==> src/rtl/rect_cmd_sequencer.sv <==
// Rectangle command sequencer: queues draw commands in a small FIFO and hands them to the
// renderer one at a time with an enable/done handshake and a fixed idle gap between draws.
module rect_cmd_sequencer #(
  parameter int X_W      = 9,
  parameter int Y_W      = 8,
  parameter int C_W      = 3,
  parameter int DEPTH    = 8,
  parameter int SCREEN_W = 320,
  parameter int SCREEN_H = 240,
  parameter int GAP      = 1
) (
  input  logic                       clk,
  input  logic                       resetn,
  input  logic                       cmd_valid,
  output logic                       cmd_ready,
  input  logic [X_W-1:0]             cmd_x,
  input  logic [Y_W-1:0]             cmd_y,
  input  logic [X_W-1:0]             cmd_w,
  input  logic [Y_W-1:0]             cmd_h,
  input  logic [C_W-1:0]             cmd_back,
  input  logic                       cmd_border,
  input  logic [C_W-1:0]             cmd_border_color,
  input  logic                       flush,
  output logic                       rect_enable,
  output logic [X_W-1:0]             rect_x,
  output logic [Y_W-1:0]             rect_y,
  output logic [X_W-1:0]             rect_w,
  output logic [Y_W-1:0]             rect_h,
  output logic [C_W-1:0]             rect_back,
  output logic                       rect_border,
  output logic [C_W-1:0]             rect_border_color,
  input  logic                       rect_done,
  output logic                       busy,
  output logic [$clog2(DEPTH):0]     level,
  output logic [15:0]                drawn_count,
  output logic                       err_drop,
  output logic [1:0]                 dbg_state
);

  localparam int AW    = $clog2(DEPTH);
  localparam int LVL_W = AW + 1;
  localparam int CW    = 2 * X_W + 2 * Y_W + 2 * C_W + 1;
  localparam int GCW   = (GAP > 1) ? $clog2(GAP) : 1;

  typedef enum logic [1:0] {S_IDLE, S_LOAD, S_DRAW, S_GAP} state_t;

  state_t          state_q, state_d;
  logic [CW-1:0]   mem_q [DEPTH];
  logic [AW-1:0]   wr_ptr_q, wr_ptr_d, rd_ptr_q, rd_ptr_d;
  logic [LVL_W-1:0] count_q, count_d;
  logic [CW-1:0]   rect_q, rect_d;
  logic            en_q, en_d, armed_q, armed_d, err_q, err_d;
  logic [GCW-1:0]  gap_q, gap_d;
  logic [15:0]     drawn_q, drawn_d;
  logic            push, pop, bad_rect;

  // Command port is valid/ready: a word transfers on any edge where cmd_valid & cmd_ready,
  // unless flush is high in that cycle (the word is then discarded along with the queue).
  assign cmd_ready = (count_q != LVL_W'(DEPTH));
  assign push      = cmd_valid & cmd_ready & ~flush;
  assign pop       = (state_q == S_IDLE) & (count_q != '0) & ~flush;

  always_ff @(posedge clk) begin
    if (push) mem_q[wr_ptr_q] <= {cmd_x, cmd_y, cmd_w, cmd_h, cmd_back, cmd_border, cmd_border_color};
  end

  always_comb begin
    wr_ptr_d = wr_ptr_q;
    rd_ptr_d = rd_ptr_q;
    count_d  = count_q;
    if (flush) begin
      rd_ptr_d = wr_ptr_q;
      count_d  = '0;
    end else begin
      if (push) wr_ptr_d = wr_ptr_q + AW'(1);
      if (pop)  rd_ptr_d = rd_ptr_q + AW'(1);
      if (push && !pop)      count_d = count_q + LVL_W'(1);
      else if (!push && pop) count_d = count_q - LVL_W'(1);
    end
  end

  assign {rect_x, rect_y, rect_w, rect_h, rect_back, rect_border, rect_border_color} = rect_q;
  assign bad_rect = (rect_w == '0) | (rect_h == '0) |
                    (rect_x >= X_W'(SCREEN_W)) | (rect_y >= Y_W'(SCREEN_H));

  always_comb begin
    state_d = state_q;
    rect_d  = rect_q;
    en_d    = en_q;
    armed_d = armed_q;
    gap_d   = gap_q;
    drawn_d = drawn_q;
    err_d   = err_q;
    case (state_q)
      S_IDLE: begin
        if (pop) begin
          rect_d  = mem_q[rd_ptr_q];
          state_d = S_LOAD;
        end
      end
      S_LOAD: begin
        if (bad_rect) begin
          err_d   = 1'b1;
          state_d = S_IDLE;
        end else begin
          en_d    = 1'b1;
          armed_d = 1'b0;
          state_d = S_DRAW;
        end
      end
      S_DRAW: begin
        // The renderer reports done=1 before its first write; only trust done after a 0.
        if (!rect_done) begin
          armed_d = 1'b1;
        end else if (armed_q) begin
          en_d    = 1'b0;
          drawn_d = drawn_q + 16'd1;
          gap_d   = '0;
          state_d = S_GAP;
        end
      end
      S_GAP: begin
        if (gap_q == GCW'(GAP - 1)) state_d = S_IDLE;
        else                        gap_d   = gap_q + GCW'(1);
      end
      default: state_d = S_IDLE;
    endcase
  end

  always_ff @(posedge clk or negedge resetn) begin
    if (!resetn) begin
      state_q  <= S_IDLE;
      wr_ptr_q <= '0;
      rd_ptr_q <= '0;
      count_q  <= '0;
      rect_q   <= '0;
      en_q     <= 1'b0;
      armed_q  <= 1'b0;
      gap_q    <= '0;
      drawn_q  <= '0;
      err_q    <= 1'b0;
    end else begin
      state_q  <= state_d;
      wr_ptr_q <= wr_ptr_d;
      rd_ptr_q <= rd_ptr_d;
      count_q  <= count_d;
      rect_q   <= rect_d;
      en_q     <= en_d;
      armed_q  <= armed_d;
      gap_q    <= gap_d;
      drawn_q  <= drawn_d;
      err_q    <= err_d;
    end
  end

  assign rect_enable = en_q;
  assign busy        = (state_q != S_IDLE) | (count_q != '0);
  assign level       = count_q;
  assign drawn_count = drawn_q;
  assign err_drop    = err_q;
  assign dbg_state   = state_q;

endmodule

==> config.mk <==
export PLATFORM = sky130hd
export DESIGN_NAME = rect_cmd_sequencer
export DESIGN_NICKNAME = d
export VERILOG_FILES = /design/src/rtl/rect_cmd_sequencer.sv
export SDC_FILE = /design/constraint.sdc
export NUM_CORES = 1
export LEC_CHECK = 0
export CAP_MARGIN = 10
export CORE_MARGIN = 8
export CORE_UTILIZATION = 63
export CTS_CLUSTER_DIAMETER = 40
export DETAILED_ROUTE_END_ITERATION = 12
export PLACE_DENSITY = 0.85
export SLEW_MARGIN = 20
export SYNTH_ARGS = -nofsm -noshare
export SYNTH_HDL_FRONTEND = slang
export SYNTH_SLANG_ARGS = --single-unit
==> constraint.sdc <==
create_clock -name clk -period 11 [get_ports clk]
set_input_delay 1.1 -clock clk [delete_from_list [all_inputs] [get_ports clk]]
set_output_delay 1.1 -clock clk [all_outputs]
set_load 0.005 [all_outputs]
==> results.sh, run 1 <==
export IMPL_rrSetupSlack_ns=7.95
export IMPL_syn_inst=771
export IMPL_grt_pass1_vias=8294
export IMPL_worstPathArrival_ns=3.69
export IMPL_routedWlPerCell_um=26.40
export IMPL_async_flop_share_pct=18.00
export IMPL_syn_area_um2=15320
export IMPL_drc=0
export IMPL_grt_pass1_wl_um=50200
export IMPL_die_h_um=172.0
export IMPL_cts_buffer_depth=3
export IMPL_syn_avg_cell_area_um2=19.88
export IMPL_gp_congestion=0.7293
export IMPL_synth_area_leaders="edfxtp_1 64%, mux4_2 12%, dfrtp_1 12%, mux2i_1 2.9%, a21oi_1 1.4%"
export IMPL_cts_buffers=44
export IMPL_fp_coreArea_um2=24110
export IMPL_yosys_area_share_simple_pct=3.715
export IMPL_synth_most_common_cell="edfxtp_1"
export IMPL_yosys_area_share_adder_pct=0.5389
export IMPL_netlist_top_cells_count="328 x edfxtp_1, 83 x mux4_2, 72 x dfrtp_1"
export IMPL_fill_cells=1319
export IMPL_powerDensity_nw_per_um2=258.2
export IMPL_nets=960
export IMPL_start_util_pct=63.57
export IMPL_ys_seq_elements=400
export IMPL_hold_path_endpoint="drawn_count[15]"
export IMPL_portBuffers=112
export IMPL_intPower_mw=3.370
export IMPL_required_ns=11.15
export IMPL_period_minus_slack_ns=3.538
export IMPL_synth_compound_area_share_pct=2.188
export IMPL_cts_max_level=2
export IMPL_syn_to_final_growth_pct=19.51
export IMPL_relSlewSlack_pct=38.45
export IMPL_ctsResizeCount=0
export IMPL_fin_setup_tns_ns=0
export IMPL_busiest_layer="met2"
export IMPL_dp_hpwl_um=18370
export IMPL_synth_top_family_by_area="multiplexers"
export IMPL_grt_overflow_total=0
export IMPL_drv_slew=0
export IMPL_drt_iter0_drc=786
export IMPL_synth_warnings=0
export IMPL_reg2reg_to="rect_q[23]"
export IMPL_p_switching_mw=1.358
export IMPL_p_clk_share_pct=30.8
export IMPL_post_cts_buffers=0
export IMPL_hold_violations=0
export IMPL_worstSetupEndpointType="flip-flop"
export IMPL_fmax_mhz=282.6
export IMPL_via_per_inst=6.167
export IMPL_drive_above_1_share_pct=18.98
export IMPL_post_route_period_util_pct=32.17
export IMPL_grt_max_degree=83
export IMPL_synthMuxAreaShare_pct=15.24
export IMPL_ys_flop_type="edfxtp_1"
export IMPL_worstReg2RegStart="rd_ptr_q[0]"
export IMPL_crit_start="flush"
export IMPL_ir_worst_vdd_v=0.0002247
export IMPL_cts_reportedPaths_clkPinSlew_ns=0.06
export IMPL_track_usage_pct=23.03
export IMPL_die_w_um=172.0
export IMPL_pwr_share_seq_pct=43.3
export IMPL_swShare_pct=28.72
export IMPL_status="finished, final reports clean"
export IMPL_cts_hold_fix_buffers=0
export IMPL_ys_seq_area_share_pct=76.03
export IMPL_synth_edff_count=328
export IMPL_critPathLaunchType="input port"
export IMPL_clock_skew_ns=0.02365
export IMPL_synth_nets=823
export IMPL_die_area_um2=29570
export IMPL_ant_nets=0
export IMPL_antenna_found_initial=2
export IMPL_routed_wl_um=33470
export IMPL_report_power_total_mw=4.728
export IMPL_use_met3_pct=4.315
export IMPL_p_leak_nw=6.208
export IMPL_num_rows=57
export IMPL_route_vias_total=7820
export IMPL_pwr_share_comb_pct=25.9
export IMPL_ys_types=44
export IMPL_rsz0062_at_grt="no"
export IMPL_cts_root_buf="clkbuf_16"
export IMPL_worstSetupPathType="input port to flip-flop"
export IMPL_firstDrtPassIters=5
export IMPL_holdCritStartpoint="drawn_count[15]"
export IMPL_clock_latency_ns=0.54
export IMPL_cts_tree="yes"
export IMPL_synth_area_leader_cell="edfxtp_1"
export IMPL_numClockSinks=400
export IMPL_r2r_cells=4
export IMPL_path_max_fanout=35
export IMPL_yosysTopAreaCellShare_pct=64.27
export IMPL_tightest_slew_ns=0.9232
export IMPL_grtUsageMet1_pct=30.05
export IMPL_use_met2_pct=38.65
export IMPL_holdPathStages=1
export IMPL_hold_class="flip-flop to flip-flop"
export IMPL_synth_xor_area_share_pct=1.143
export IMPL_ios=113
export IMPL_report_final_setup_viol=0
export IMPL_maxCapViolations=0
[power groups by stage]
stage	Clock (mW)	Sequential (mW)	Combinational, mW
detailed placement	0	2.07	1.21
floorplan	0	1.98	0.813
global route	1.53	2.07	1.31
global placement	0	2.05	1.17
finish	1.46	2.05	1.22
CTS	1.47	2.05	1.24
[registers in the layout, indices dropped and copies added, names as in the netlist, named ones only]
signal,cells
armed_q,1
dbg_state,1
drawn_count,16
err_drop,1
level,4
mem_q,328
rd_ptr_q,3
rect_enable,1
rect_q,41
wr_ptr_q,3
[cells in the final DEF (no fill, tap or decap), types with 6 or more instances in the layout]
cell | Yosys | layout
a21oi_1 | 43 | 43
buf_4 | 0 | 13
clkbuf_1 | 14 | 16
clkbuf_16 | 0 | 45
clkdlybuf4s50_1 | 0 | 111
dfrtp_1 | 72 | 69
edfxtp_1 | 328 | 328
inv_1 | 6 | 6
mux2i_1 | 45 | 45
mux4_2 | 83 | 83
nand2_1 | 20 | 20
nand2b_1 | 7 | 7
nand3_1 | 8 | 8
nor2_1 | 52 | 46
nor2_4 | 0 | 6
o21ai_0 | 6 | 6
xnor2_1 | 11 | 11
xor2_1 | 9 | 9
[layout make-up]
| class | instances | area, um2 | share of cell area (%) |
|---|---|---|---|
| repair buffers | 125 | 1220 | 6.661 |
| diodes | 1 | 2.502 | 0.01366 |
| inverters | 6 | 22.52 | 0.1230 |
| clock inverters | 19 | 245.2 | 1.339 |
| clock buffers | 62 | 1200 | 6.552 |
| multi-input cells | 331 | 3558 | 19.43 |
| well taps | 324 | 405.4 | 2.214 |
| flip-flops and latches | 400 | 11660 | 63.67 |
[cells by family (layout without fill, tap and decap cells)]
kind of cell               after synthesis  after routing
DFF                                    400            400
muxes                                  129            129
and+or+nand+nor                        116            116
AOI/OAI and AO/OA                       60             60
buffers and inverters                   40            212
xor gates and xnor gates                20             20
adders and majority gates                6              6
other                                    0              1
[worst max-delay path by stage]
stage,end
detailed placement,mem_q[5][37]
CTS,mem_q[0][26]
finish,mem_q[0][32]
global route,mem_q[0][15]
global placement,mem_q[5][39]
floorplan,mem_q[0][0]
[per-layer routing]
layer / share of wire (%) / routed length [um]
met5: 0.039 / 13
met4: 3.1 / 1028
met3: 7.6 / 2538
met2: 51 / 17010
met1: 38 / 12870
[critical path: stages]
cell and delay [ns]:
clkdlybuf4s50_1 0.65, and3b_1 0.50, nand2b_1 0.30, nor3_2 0.52, buf_4 0.59
[stage by stage]
step / hold slack (ns) / utilization [%] / area, um2 / instances / setup slack, ns
2_1_floorplan: 0.4647 / - / 15320 / 771 / 6.178
3_3_place_gp: 0.4522 / 69.95 / 16860 / 1186 / 7.120
3_5_place_dp: 0.4691 / 69.95 / 16860 / 1186 / 6.999
4_1_cts: 0.4761 / 75.95 / 18310 / 1267 / 7.482
5_1_grt: 0.4896 / 75.97 / 18310 / 1268 / 7.377
6_report: 0.4675 / 75.97 / 18310 / 1268 / 7.462
Note: power is estimated with default switching activity, not from simulation.
==> run 2, diff against run 1 <==
- CORE_UTILIZATION: 63 -> 58
- PLACE_DENSITY: 0.85 -> 0.79
- clock period: 11 -> 3.62 ns (I/O delays scaled with it)
==> run 2 against run 1 <==
Flip-flop and latch count is the same. Critical path depth is 3 higher. Worst hold slack got worse by 0.021 ns. Non-clock buffer count increased by 12. Via count fell by 1.2%. Clock power grew to 3.4 times the previous value. Largest power group unchanged.
==> results.sh, run 2 (synthesis gave the netlist of run 1 again) <==
export IMPL_status="finished, final reports clean"
export IMPL_maxCapViolations=0
export IMPL_routed_wl_um=30790
export IMPL_tightest_slew_ns=0.9448
export IMPL_crit_chain="or4b_4, and3b_1, nand2_1, ha_1, a21o_1, a21oi_1, mux4_2, nor2_1"
export IMPL_cp_num_buf_inv=0
export IMPL_drt_iter0_drc=741
export IMPL_grt_max_degree=83
export IMPL_post_cts_buffers=0
export IMPL_fp_coreArea_um2=25980
export IMPL_cpLargestDelayFamily="simple AND/OR/NAND/NOR gates"
export IMPL_post_route_period_util_pct=77.47
export IMPL_hold_class="input port to asynchronous set/reset pin"
export IMPL_mostFrequentLayoutCells="328 x edfxtp_1, 111 x clkdlybuf4s50_1, 83 x mux4_2"
export IMPL_fin_setup_tns_ns=0
export IMPL_dp_cells=1208
export IMPL_final_cells=1292
export IMPL_die_h_um=178.6
export IMPL_drc=0
export IMPL_rsz0062_at_grt="no"
export IMPL_worstSetupEndpointType="flip-flop"
export IMPL_via_per_inst=5.981
export IMPL_ant_nets=0
export IMPL_slowest_stage="or4b_4"
export IMPL_powerDensity_nw_per_um2=796.4
export IMPL_routedWlPerCell_um=23.83
export IMPL_antenna_found_initial=0
export IMPL_hold_violations=0
export IMPL_grt_overflow_total=0
export IMPL_clock_skew_ns=0.02595
export IMPL_worstSetupPathType="flip-flop to flip-flop"
export IMPL_grt_pass1_wl_um=47940
export IMPL_critPathMaxStageDelay_ns=0.58
export IMPL_final_common_cell="edfxtp_1"
export IMPL_drv_slew=0
export IMPL_period_minus_slack_ns=2.805
export IMPL_clock_latency_ns=0.55
export IMPL_ios=113
export IMPL_report_final_setup_viol=0
export IMPL_required_ns=4.08
export IMPL_die_w_um=178.6
export IMPL_nets=973
export IMPL_antenna_diode_count=0
export IMPL_path_max_fanout=9
export IMPL_cts_reportedPaths_clkPinSlew_ns=0.06
export IMPL_die_area_um2=31880
export IMPL_cts_max_level=2
export IMPL_report_power_total_mw=14.91
export IMPL_dp_hpwl_um=18300
export IMPL_ir_worst_vdd_v=0.0005349
export IMPL_ctsResizeCount=0
export IMPL_start_util_pct=58.98
export IMPL_utilization_pct=72.04
export IMPL_post_dp_cell_area_um2=17020
export IMPL_largest_register_ffs=328
export IMPL_p_leak_nw=6.408
export IMPL_hold_slack_ns=0.4466
export IMPL_numClockSinks=400
export IMPL_route_vias_total=7728
export IMPL_gp_congestion=0.8421
export IMPL_postLayoutSetupSlackWorst_ns=0.8154
export IMPL_worstPathArrival_ns=3.26
export IMPL_drive_above_1_share_pct=21.53
export IMPL_top_register="mem_q"
export IMPL_critPathLaunchType="flip-flop"
export IMPL_cts_buffers=45
export IMPL_cts_root_buf="clkbuf_16"
export IMPL_cts_tree="yes"
export IMPL_relSlewSlack_pct=36.43
export IMPL_dpl_worst_slack_ns=0.8230
export IMPL_num_rows=59
export IMPL_cts_buffer_depth=3
export IMPL_firstDrtPassIters=5
export IMPL_fmax_mhz=356.6
export IMPL_syn_to_final_growth_pct=22.15
export IMPL_grt_pass1_vias=8292
export IMPL_finalInstanceArea_um2=18720
export IMPL_portBuffers=112
export IMPL_track_usage_pct=19.87
run 2: cell types whose count changed in the layout (fill, tap and decap cells not counted), moves of 2 or more:
cell / before / now
buf_12: 0 / 4
buf_4: 13 / 20
bufinv_16: 5 / 9
clkbuf_1: 16 / 1
clkinv_8: 0 / 4
inv_8: 0 / 5
nor3_2: 2 / 0
nor3_4: 1 / 3
run 2: what timing repair did:
item	in CTS	in global routing
hold buffers	0	1
hold endpoints to repair	0	72
setup endpoints to repair	0	0
run 2: final timing paths:
kind	from	endpoint	slack, ns	cells past startpoint
setup / recovery	level[0]	level[3]	0.82	8
hold / removal	resetn	rect_q[9]	0.45	2
setup reg to reg	level[0]	level[3]	0.82	8
hold reg to reg	err_drop	err_drop	0.47	1
max in group asynchronous	resetn	rd_ptr_q[2]	2.59	2
min in group clk	err_drop	err_drop	0.47	1
run 2: where the power goes:
part | switching (mW) | internal, mW | leakage [nW]
Combinational | 1.62 | 2.00 | 1.79
Clock | 1.90 | 3.08 | 0.817
Sequential | 0.693 | 5.61 | 3.80
run 2: area by class of cell:
| cell class | instances | area [um2] |
|---|---|---|
| sequential | 400 | 11660 |
| fill | 1523 | 7266 |
| multi-input combinational | 331 | 3571 |
| timing repair buffer | 137 | 1363 |
| clock buffer | 49 | 1182 |
| clock inverter | 34 | 501.7 |
| tap | 335 | 419.2 |
| inverter | 6 | 22.52 |
run 2: layer usage:
layer	global-route usage, %	share of wire [%]	wire length (um)	vias to the layer above
li1	-	-	-	3396
met1	26.48	41	12510	3985
met2	32.47	49	15130	288
met3	4.467	7.8	2390	59
met4	6.200	2.5	755	0
met5	0	0	0	-
